--- src/rtl/rvv_alu_pkg.sv ---
// Shared encodings for the sequenced RVV integer ALU: funct6/op_type codes,
// FSM and compare-decision states, SEW decode.
package rvv_alu_pkg;

  localparam logic [5:0] OP_VADD  = 6'b000000;
  localparam logic [5:0] OP_VSUB  = 6'b000010;
  localparam logic [5:0] OP_VRSUB = 6'b000011;
  localparam logic [5:0] OP_VMINU = 6'b000100;
  localparam logic [5:0] OP_VMIN  = 6'b000101;
  localparam logic [5:0] OP_VMAXU = 6'b000110;
  localparam logic [5:0] OP_VMAX  = 6'b000111;
  localparam logic [5:0] OP_VAND  = 6'b001001;
  localparam logic [5:0] OP_VOR   = 6'b001010;
  localparam logic [5:0] OP_VXOR  = 6'b001011;

  localparam logic [2:0] OPT_VV = 3'b001;
  localparam logic [2:0] OPT_VX = 3'b010;
  localparam logic [2:0] OPT_VI = 3'b100;

  typedef enum logic [1:0] {ST_IDLE, ST_RUN, ST_FIN} state_e;
  typedef enum logic [1:0] {CMP_UND, CMP_LT, CMP_GE} cmp_e;

  function automatic logic [6:0] sew_bits(input logic [1:0] vsew);
    return 7'd8 << vsew;
  endfunction

  function automatic logic op_known(input logic [5:0] op);
    return op inside {OP_VADD, OP_VSUB, OP_VRSUB, OP_VMINU, OP_VMIN,
                      OP_VMAXU, OP_VMAX, OP_VAND, OP_VOR, OP_VXOR};
  endfunction

  function automatic logic is_minmax(input logic [5:0] op);
    return op inside {OP_VMINU, OP_VMIN, OP_VMAXU, OP_VMAX};
  endfunction

  function automatic logic is_signed_cmp(input logic [5:0] op);
    return (op == OP_VMIN) || (op == OP_VMAX);
  endfunction

endpackage

--- src/rtl/rvv_alu_lane.sv ---
// One LANE_W-wide chunk datapath. Carries add/sub carry and the min/max
// decision across the chunks of one element; both clear after the last chunk.
module rvv_alu_lane
  import rvv_alu_pkg::*;
#(
  parameter int LANE_W = 8
) (
  input  logic              clk_i,
  input  logic              reset_i,
  input  logic              en_i,
  input  logic              first_i,
  input  logic              last_i,
  input  logic              top_i,
  input  logic [5:0]        opcode_i,
  input  logic [LANE_W-1:0] a_i,
  input  logic [LANE_W-1:0] b_i,
  output logic [LANE_W-1:0] res_o
);

  logic              carry_q, carry_d;
  cmp_e              cmp_q, cmp_d;
  cmp_e              cur, dec;
  logic              cin, lt;
  logic [LANE_W-1:0] x, y;
  logic [LANE_W:0]   sum;

  always_comb begin
    x   = a_i;
    y   = b_i;
    cin = first_i ? 1'b0 : carry_q;
    case (opcode_i)
      OP_VSUB: begin
        y = ~b_i;
        if (first_i) cin = 1'b1;
      end
      OP_VRSUB: begin
        x = b_i;
        y = ~a_i;
        if (first_i) cin = 1'b1;
      end
      default: ;
    endcase
    sum = {1'b0, x} + {1'b0, y} + {{LANE_W{1'b0}}, cin};

    // Signedness only matters on the element's top chunk.
    cur = first_i ? CMP_UND : cmp_q;
    lt  = (top_i && is_signed_cmp(opcode_i)) ? ($signed(a_i) < $signed(b_i)) : (a_i < b_i);
    dec = cur;
    if (cur == CMP_UND && a_i != b_i) dec = lt ? CMP_LT : CMP_GE;

    case (opcode_i)
      OP_VADD, OP_VSUB, OP_VRSUB: res_o = sum[LANE_W-1:0];
      OP_VMINU, OP_VMIN:          res_o = (dec == CMP_LT) ? a_i : b_i;
      OP_VMAXU, OP_VMAX:          res_o = (dec == CMP_LT) ? b_i : a_i;
      OP_VAND:                    res_o = a_i & b_i;
      OP_VOR:                     res_o = a_i | b_i;
      OP_VXOR:                    res_o = a_i ^ b_i;
      default:                    res_o = a_i;
    endcase

    carry_d = carry_q;
    cmp_d   = cmp_q;
    if (en_i) begin
      carry_d = last_i ? 1'b0 : sum[LANE_W];
      cmp_d   = last_i ? CMP_UND : dec;
    end
  end

  always_ff @(posedge clk_i) begin
    if (reset_i) begin
      carry_q <= 1'b0;
      cmp_q   <= CMP_UND;
    end else begin
      carry_q <= carry_d;
      cmp_q   <= cmp_d;
    end
  end

endmodule

--- src/rtl/rvv_alu_seq.sv ---
// Self-sequencing RVV integer ALU: runs one vector instruction over NL lanes,
// one chunk per lane per cycle, with v0 masking and tail-undisturbed writeback.
module rvv_alu_seq
  import rvv_alu_pkg::*;
#(
  parameter  int VLEN          = 128,
  parameter  int LANE_WIDTH    = 3,
  parameter  int NB_LANES_LOG2 = 1,
  localparam int VL_W          = $clog2(VLEN/8+1)
) (
  input  logic            clk_i,
  input  logic            reset_i,
  input  logic            start_i,
  input  logic [5:0]      opcode_i,
  input  logic [2:0]      op_type_i,
  input  logic [2:0]      vsew_i,
  input  logic [VL_W-1:0] vl_i,
  input  logic            vm_i,
  input  logic [VLEN-1:0] vs1_i,
  input  logic [VLEN-1:0] vs2_i,
  input  logic [VLEN-1:0] vd_old_i,
  input  logic [VLEN-1:0] v0_i,
  input  logic [63:0]     rs1_i,
  input  logic [4:0]      imm_i,
  output logic            busy_o,
  output logic            done_o,
  output logic            illegal_o,
  output logic [VLEN-1:0] vd_out_o
);

  localparam int          LANE_W  = 1 << LANE_WIDTH;
  localparam int          NL      = 1 << NB_LANES_LOG2;
  localparam int          IW      = 16;
  localparam logic [6:0]  LANE_W7 = 7'(LANE_W);

  state_e          state_q, state_d;
  logic [5:0]      op_q;
  logic [2:0]      opt_q;
  logic [1:0]      sew_q;
  logic [VL_W-1:0] vl_q;
  logic            vm_q, illegal_q, cap;
  logic [VLEN-1:0] vs1_q, vs2_q, v0_q, vd_q, vd_d;
  logic [63:0]     scalar_q;
  logic [IW-1:0]   grp_q, grp_d;
  logic [6:0]      chk_q, chk_d;

  // Start-time decode
  logic            ill_in;
  logic [VL_W-1:0] vlmax_in, vl_cl;
  logic [63:0]     scalar_in;

  always_comb begin
    ill_in = !op_known(opcode_i) || vsew_i[2] ||
             !(op_type_i inside {OPT_VV, OPT_VX, OPT_VI}) ||
             (op_type_i == OPT_VI && is_minmax(opcode_i));
    vlmax_in  = VL_W'(VLEN >> (3 + vsew_i[1:0]));
    vl_cl     = (vl_i > vlmax_in) ? vlmax_in : vl_i;
    scalar_in = (op_type_i == OPT_VI) ? {{59{imm_i[4]}}, imm_i} : rs1_i;
  end

  // Chunk geometry for the running instruction
  logic [6:0]        sew_w, cw, cpe, ck;
  logic              mm, sgn, first, last_chk, last_grp, top;
  logic [LANE_W-1:0] cmask;

  always_comb begin
    sew_w    = sew_bits(sew_q);
    cw       = (sew_w < LANE_W7) ? sew_w : LANE_W7;
    cpe      = (sew_w > LANE_W7) ? (sew_w >> LANE_WIDTH) : 7'd1;
    mm       = is_minmax(op_q);
    sgn      = is_signed_cmp(op_q);
    first    = (chk_q == 7'd0);
    last_chk = (chk_q == cpe - 7'd1);
    // min/max walk chunks MSB-first, everything else LSB-first.
    ck       = mm ? (cpe - 7'd1 - chk_q) : chk_q;
    top      = (ck == cpe - 7'd1);
    last_grp = ((grp_q + IW'(1)) << NB_LANES_LOG2) >= IW'(vl_q);
    cmask    = {LANE_W{1'b1}} >> (LANE_W7 - cw);
  end

  // Narrow elements sit in the low cw bits; sign-extend for signed compares.
  function automatic logic [LANE_W-1:0] fit(input logic [LANE_W-1:0] raw,
                                            input logic [LANE_W-1:0] m,
                                            input logic [6:0] w, input logic sx);
    logic [LANE_W-1:0] v;
    v = raw & m;
    if (sx && (w < LANE_W7) && 1'(v >> (w - 7'd1))) v = v | ~m;
    return v;
  endfunction

  logic [NL-1:0][VLEN-1:0] wmask, wdata;

  for (genvar l = 0; l < NL; l++) begin : g_lane
    logic [IW-1:0]     e, off, soff;
    logic              act, we;
    logic [LANE_W-1:0] a, b, res;

    assign e    = IW'(grp_q << NB_LANES_LOG2) + IW'(l);
    assign act  = (state_q == ST_RUN) && (e < IW'(vl_q));
    assign soff = IW'(ck) * IW'(cw);
    assign off  = e * IW'(sew_w) + soff;
    assign a    = fit(LANE_W'(vs2_q >> off), cmask, cw, sgn);
    assign b    = fit((opt_q == OPT_VV) ? LANE_W'(vs1_q >> off) : LANE_W'(scalar_q >> soff),
                      cmask, cw, sgn);
    assign we   = act && (vm_q || 1'(v0_q >> e));

    rvv_alu_lane #(.LANE_W(LANE_W)) u_lane (
      .clk_i    (clk_i),
      .reset_i  (reset_i),
      .en_i     (act),
      .first_i  (first),
      .last_i   (last_chk),
      .top_i    (top),
      .opcode_i (op_q),
      .a_i      (a),
      .b_i      (b),
      .res_o    (res)
    );

    assign wmask[l] = we ? (VLEN'(cmask) << off) : '0;
    assign wdata[l] = VLEN'(res) << off;
  end

  always_comb begin
    state_d = state_q;
    grp_d   = grp_q;
    chk_d   = chk_q;
    cap     = 1'b0;
    case (state_q)
      ST_IDLE: if (start_i) begin
        cap     = 1'b1;
        grp_d   = '0;
        chk_d   = '0;
        state_d = (ill_in || vl_i == '0) ? ST_FIN : ST_RUN;
      end
      ST_RUN: begin
        if (last_chk) begin
          chk_d = '0;
          grp_d = grp_q + IW'(1);
          if (last_grp) state_d = ST_FIN;
        end else begin
          chk_d = chk_q + 7'd1;
        end
      end
      ST_FIN:  state_d = ST_IDLE;
      default: state_d = ST_IDLE;
    endcase
  end

  always_comb begin
    vd_d = vd_q;
    if (cap) begin
      vd_d = vd_old_i;
    end else if (state_q == ST_RUN) begin
      for (int l = 0; l < NL; l++) vd_d = (vd_d & ~wmask[l]) | (wdata[l] & wmask[l]);
    end
  end

  always_ff @(posedge clk_i) begin
    if (reset_i) begin
      state_q   <= ST_IDLE;
      grp_q     <= '0;
      chk_q     <= '0;
      vd_q      <= '0;
      op_q      <= '0;
      opt_q     <= '0;
      sew_q     <= '0;
      vl_q      <= '0;
      vm_q      <= 1'b0;
      illegal_q <= 1'b0;
      vs1_q     <= '0;
      vs2_q     <= '0;
      v0_q      <= '0;
      scalar_q  <= '0;
    end else begin
      state_q <= state_d;
      grp_q   <= grp_d;
      chk_q   <= chk_d;
      vd_q    <= vd_d;
      if (cap) begin
        op_q      <= opcode_i;
        opt_q     <= op_type_i;
        sew_q     <= vsew_i[1:0];
        vl_q      <= vl_cl;
        vm_q      <= vm_i;
        illegal_q <= ill_in;
        vs1_q     <= vs1_i;
        vs2_q     <= vs2_i;
        v0_q      <= v0_i;
        scalar_q  <= scalar_in;
      end
    end
  end

  assign busy_o    = (state_q == ST_RUN);
  assign done_o    = (state_q == ST_FIN);
  assign illegal_o = done_o && illegal_q;
  assign vd_out_o  = vd_q;

endmodule
--- config.mk ---
export PLATFORM = sky130hd
export DESIGN_NAME = rvv_alu_seq
export DESIGN_NICKNAME = d
export VERILOG_FILES = /design/src/rtl/rvv_alu_pkg.sv /design/src/rtl/rvv_alu_lane.sv /design/src/rtl/rvv_alu_seq.sv
export SDC_FILE = /design/constraint.sdc
export NUM_CORES = 2
export LEC_CHECK = 0
export ABC_AREA = 1
export CORE_AREA = 2 2 285 287
export DETAILED_ROUTE_END_ITERATION = 7
export DIE_AREA = 0 0 287 289
export PLACE_DENSITY = 0.77
export SLEW_MARGIN = 20
export SYNTH_ARGS = -nofsm -noshare
export SYNTH_HDL_FRONTEND = slang
export SYNTH_SLANG_ARGS = --single-unit
--- constraint.sdc ---
create_clock -name clk_i -period 13.4 [get_ports clk_i]
set_clock_uncertainty 0.1 [all_clocks]
set_input_delay 2.01 -clock clk_i [delete_from_list [all_inputs] [get_ports clk_i]]
set_output_delay 2.01 -clock clk_i [all_outputs]
set_load 0.1 [all_outputs]
Word-level counts from Yosys, hierarchy flattened:

Cells that the tools add are included.

* register bits after elaboration: 625
* input port bits: 602
* output and inout bits: 131
* word-level logic and storage cells: 223

* add/subtract/negate cells: 14
* $mul: 3
* magnitude comparators: 11
* eq/ne operators: 33
* shifts and indexed selects: 18
* mux-type cells: 56
* bitwise gates (word level): 27
* reduce and logical (&&, ||, !) cells: 43

Operators by type and width (count)
* bitwise AND 128 bit: 4
* two-way mux 128 bit: 4
* << shifter 8 x 16 -> 128 bit: 4
* right shift 128 x 16 -> 8 bit: 4
* NOT 128 bit: 2
* bitwise OR 128 bit: 2
* right shift 128 x 16 -> 1 bit: 2
* two-way mux 8 bit: 12
* case mux 8 bit (6 select lines): 2
* two-way mux 64 bit: 1
* right shift 64 x 14 -> 8 bit: 1
* bitwise AND 8 bit: 6
* equality test 6 x 3 -> 1 bit (second input constant): 8
* bitwise OR 8 bit: 6
* NOT 8 bit: 5
* equality test 6 x 4 -> 1 bit (second input constant): 6
* adder 16 x 1 -> 16 bit (second input constant): 2
* adder 16 x 14 -> 16 bit: 2
* < comparator 16 x 5 -> 1 bit: 2
* < comparator 8 bit: 4
* two-way mux 16 bit: 2
* case mux 16 bit (2 select lines): 1
* case mux 8 bit (2 select lines): 2
* right shift 8 x 7 -> 1 bit: 4
* 51 further kinds: 117

Longest topological paths before layout:

* word-level depth: 28
* mapped depth: 67
* gate-level depth less buffers: 66

Cells and area by module:

From an unflattened synthesis, not the netlist that was laid out.

* cells, all modules: 6239
* area, all modules: 40781.6 µm²

By module, submodules not included
* rvv_alu_seq: times used 1, cells an instance 5569, area an instance 36830.3 µm²
* rvv_alu_lane: times used 2, cells an instance 335, area an instance 1975.6 µm²

Least setup slack after synthesis:

Ideal clock, no wire load.

* kind: flip-flop to flip-flop
* start: reg sew_q[1]
* end: reg (tool-made name)
* setup time: 132 ps
* arrival: 9510 ps
* setup slack: 3657 ps
* stages on the path, launching flop included: 57
* buffers on the path: 1
* period minus slack after synthesis: 9743 ps
* cell sequence: dfxtp_1 > nor2_2 > inv_1 > clkbuf_1 > ha_1 > fa_1 > inv_1 > nand2_1 > nand2_1 > nand2_1 > nand2_1 > nand2_1 > fa_1 > fa_1 > inv_1 > ha_1 > ha_1 > ha_1 > [21 not listed] > fa_1 > fa_1 > nor2_1 > o21ai_0 > nand2_1 > nand2_1 > inv_1 > o21ai_0 > a21boi_0 > nor2_1 > a2111oi_0 > nand3_1 > nand4_1 > nor2_1 > nor2_1 > nand2_1 > nand2_1 > a21oi_1

RTL lines
* from (decl): line rvv_alu_seq.sv:39 `logic [1:0] sew_q;`
* from (signal assigned): line rvv_alu_seq.sv:183 `sew_q <= vsew_i[1:0];`

==> run metrics <==
Reg-to-Reg Start sew_q[1]; Setup crit start kind flip-flop; Post-CTS Setup Bufs 0; CTS tree done; r2r setup slk 1.64 ns; fill count roughly 7.4k; Clock Sink Count 624; final WL 162000 um; Rows 104; Synth cell types 51; status finished, final reports clean; Syn Area/Cell 6.47 um^2; Via Count 46.1k; hpwl dp 114000 um; PostCTS Resize Cnt 0; max-cap viol count 0; Initial Utilization 50.4%; routability cong. 0.993; CTS Root Cell clkbuf_16; number of synthesized flops with an enable pin 0; Antenna Nets Post-Route 0; GRT Util Overall approximately 37%; Max FO, Critical Path 14; area grow syn2layout 24.9%; GR Overflow Total 0; largest net degree at the start of global routing 247; HP Class reg -> reg; RSZ-0062 raised after global routing no; Crit-path slowest cell fa_1; Max VDD drop 0.114 mV; # setup viols final 0; top-count cell post-synth nand2_1; Max-slew headroom 15.6%; Die Y 289 um; Buf/Inv on CP 6; DRC viols 0; die area approximately 83000 um^2; dpl cells 7671; f_max approximately 85 MHz; Worst Hold Depth 2; Slew @ Worst Pin 1.25 ns; number of port buffers approximately 730; drt wl/cell between 20 and 25 um; Synthesis Warnings 0; LEAKAGE 21.4 nW; #FFs+latches synth 624; Ports 733; kind of critical path reg -> reg; CTS Buf Count 70; asr flop ratio synth 0%; maximum root-to-sink buffer count 3; Area after DPL 47800 um^2; CP delay by family, top adder cells; Arr. time, crit path 12.12 ns; worst slack, placed 2.06 ns; Core Footprint 79900 um^2; # hold bufs at CTS 0; fin. max-slew vios 0; top post-synthesis cells by area dfxtp_1 31%, nand2_1 9.7%, o21ai_0 9.0%, nor2_1 8.8%, a21oi_1 8.5%; Final nets 7504; synthesized area just over 40000 um^2; vias in the first global route 41.9k; critical path required time around 14 ns; critical path's most frequent cell nand2_1; Cell Count, Final, Fillers Out 7823; Tcrit/Tclk final roughly 88%; CP Capture Type flip-flop; Final Power between 0.007 and 0.008 W; Synth area leader dfxtp_1; H-tree levels 3; drt via density between 5 and 6; cells after synthesis 6216; clk slew on worst S/H paths about 0.060 ns; Fin Setup TNS 0 ns; top-area cell type share of the netlist area 31.1%; crit-path max cell delay 1.15 ns; global-route wire length before repair 241000 um; setup ws final 1.64 ns; Hold Fails Final Rpt 0; initial antenna violation count 28; power per standard cell area between 150 and 200 nW/um^2; DR pass1 iterations 6; share of cells above drive strength 1 5.91%; sequential fraction of the synthesis area a little under a third; Post-synth top cells 1035 x nand2_1, 945 x nor2_1, 726 x o21ai_0; post-route cell area 50200 um^2; Tmin final 11.76 ns; Clk Latency, worst-skew pair 0.64 ns; Initial DRC Count 5864; R2R depth 46; Chip Width 287 um; ys flop type dfxtp_1
## final cells by class
class	instances	area (um^2)	share of cell area, %
inverters	512	1940	3.87
flip-flops and latches	624	12500	24.9
well taps	1060	1330	2.64
diodes	26	65.1	0.130
multi-input cells	4696	24300	48.4
repair buffers	779	7720	15.4
clock buffers	92	1950	3.89
clock inverters	34	408	0.812
## through the flow
step	utilization, %	hold slack (ns)
after floorplan	-	0.330
after global placement	59.8	0.350
after detailed placement	59.8	0.351
after CTS	62.8	0.363
after global routing	62.9	0.373
final	62.9	0.362
## power breakdown
part	leakage, nW	internal [W]	total, W	switching, W
clock network	1.16	0.00116	0.00203	0.000873
registers	5.16	0.00216	0.00231	0.000156
logic	15.1	0.00105	0.00364	0.00259
total	21.4	0.00436	0.00798	0.00362
## metal layers
| layer | global-route usage (%) | part of all wire [%] | vias up |
|---|---|---|---|
| li1 | - | - | 21649 |
| met1 | 48.3 | 40 | 21374 |
| met2 | 57.7 | 45 | 2577 |
| met3 | 7.29 | 10 | 469 |
| met4 | 18.5 | 4.9 | 4 |
| met5 | 0 | 0.014 | - |
## logic make-up (layout without fill, tap and decap cells)
| group | Yosys count | count (layout) | synth area share, % |
|---|---|---|---|
| AOI/OAI and AO/OA | 1661 | 1661 | 22.2 |
| xor gates and xnor gates | 30 | 30 | 0.653 |
| buffers and inverters | 910 | 1417 | 8.75 |
| and+or+nand+nor | 2770 | 2770 | 29.6 |
| adders and majority gates | 219 | 219 | 7.69 |
| other | 2 | 42 | 0.0187 |
| DFF | 624 | 624 | 31.1 |
## worst min-delay path: stages, from the launching register on
cell	delay, ns
dfxtp_1	0.31
nand2_1	0.06
a21oi_1	0.05
## cell usage in the layout (no fill, tap or decap), drive strengths merged, types with 48 or more instances in the layout
cell              n
nand2          1042
nor2            995
o21ai           744
clkdlybuf4s50   731
a21oi           684
dfxtp           624
inv             505
nand3           496
ha              172
or2             126
o211ai           96
clkbuf           92
nand4            61
buf              48
## worst max-delay path by stage
| stage | start | endpoint | slack (ns) | depth (start not counted) |
|---|---|---|---|---|
| finish | sew_q[1] | flip-flop | 1.64 | 46 |
| global route | sew_q[1] | flip-flop | 0.74 | 57 |
| CTS | sew_q[1] | flip-flop | 2.00 | 57 |
| detailed placement | sew_q[1] | flip-flop | 2.06 | 57 |
| global placement | sew_q[1] | flip-flop | 2.23 | 46 |
| floorplan | sew_q[1] | flip-flop | 3.66 | 56 |
Power figures use the tool's default switching activity.
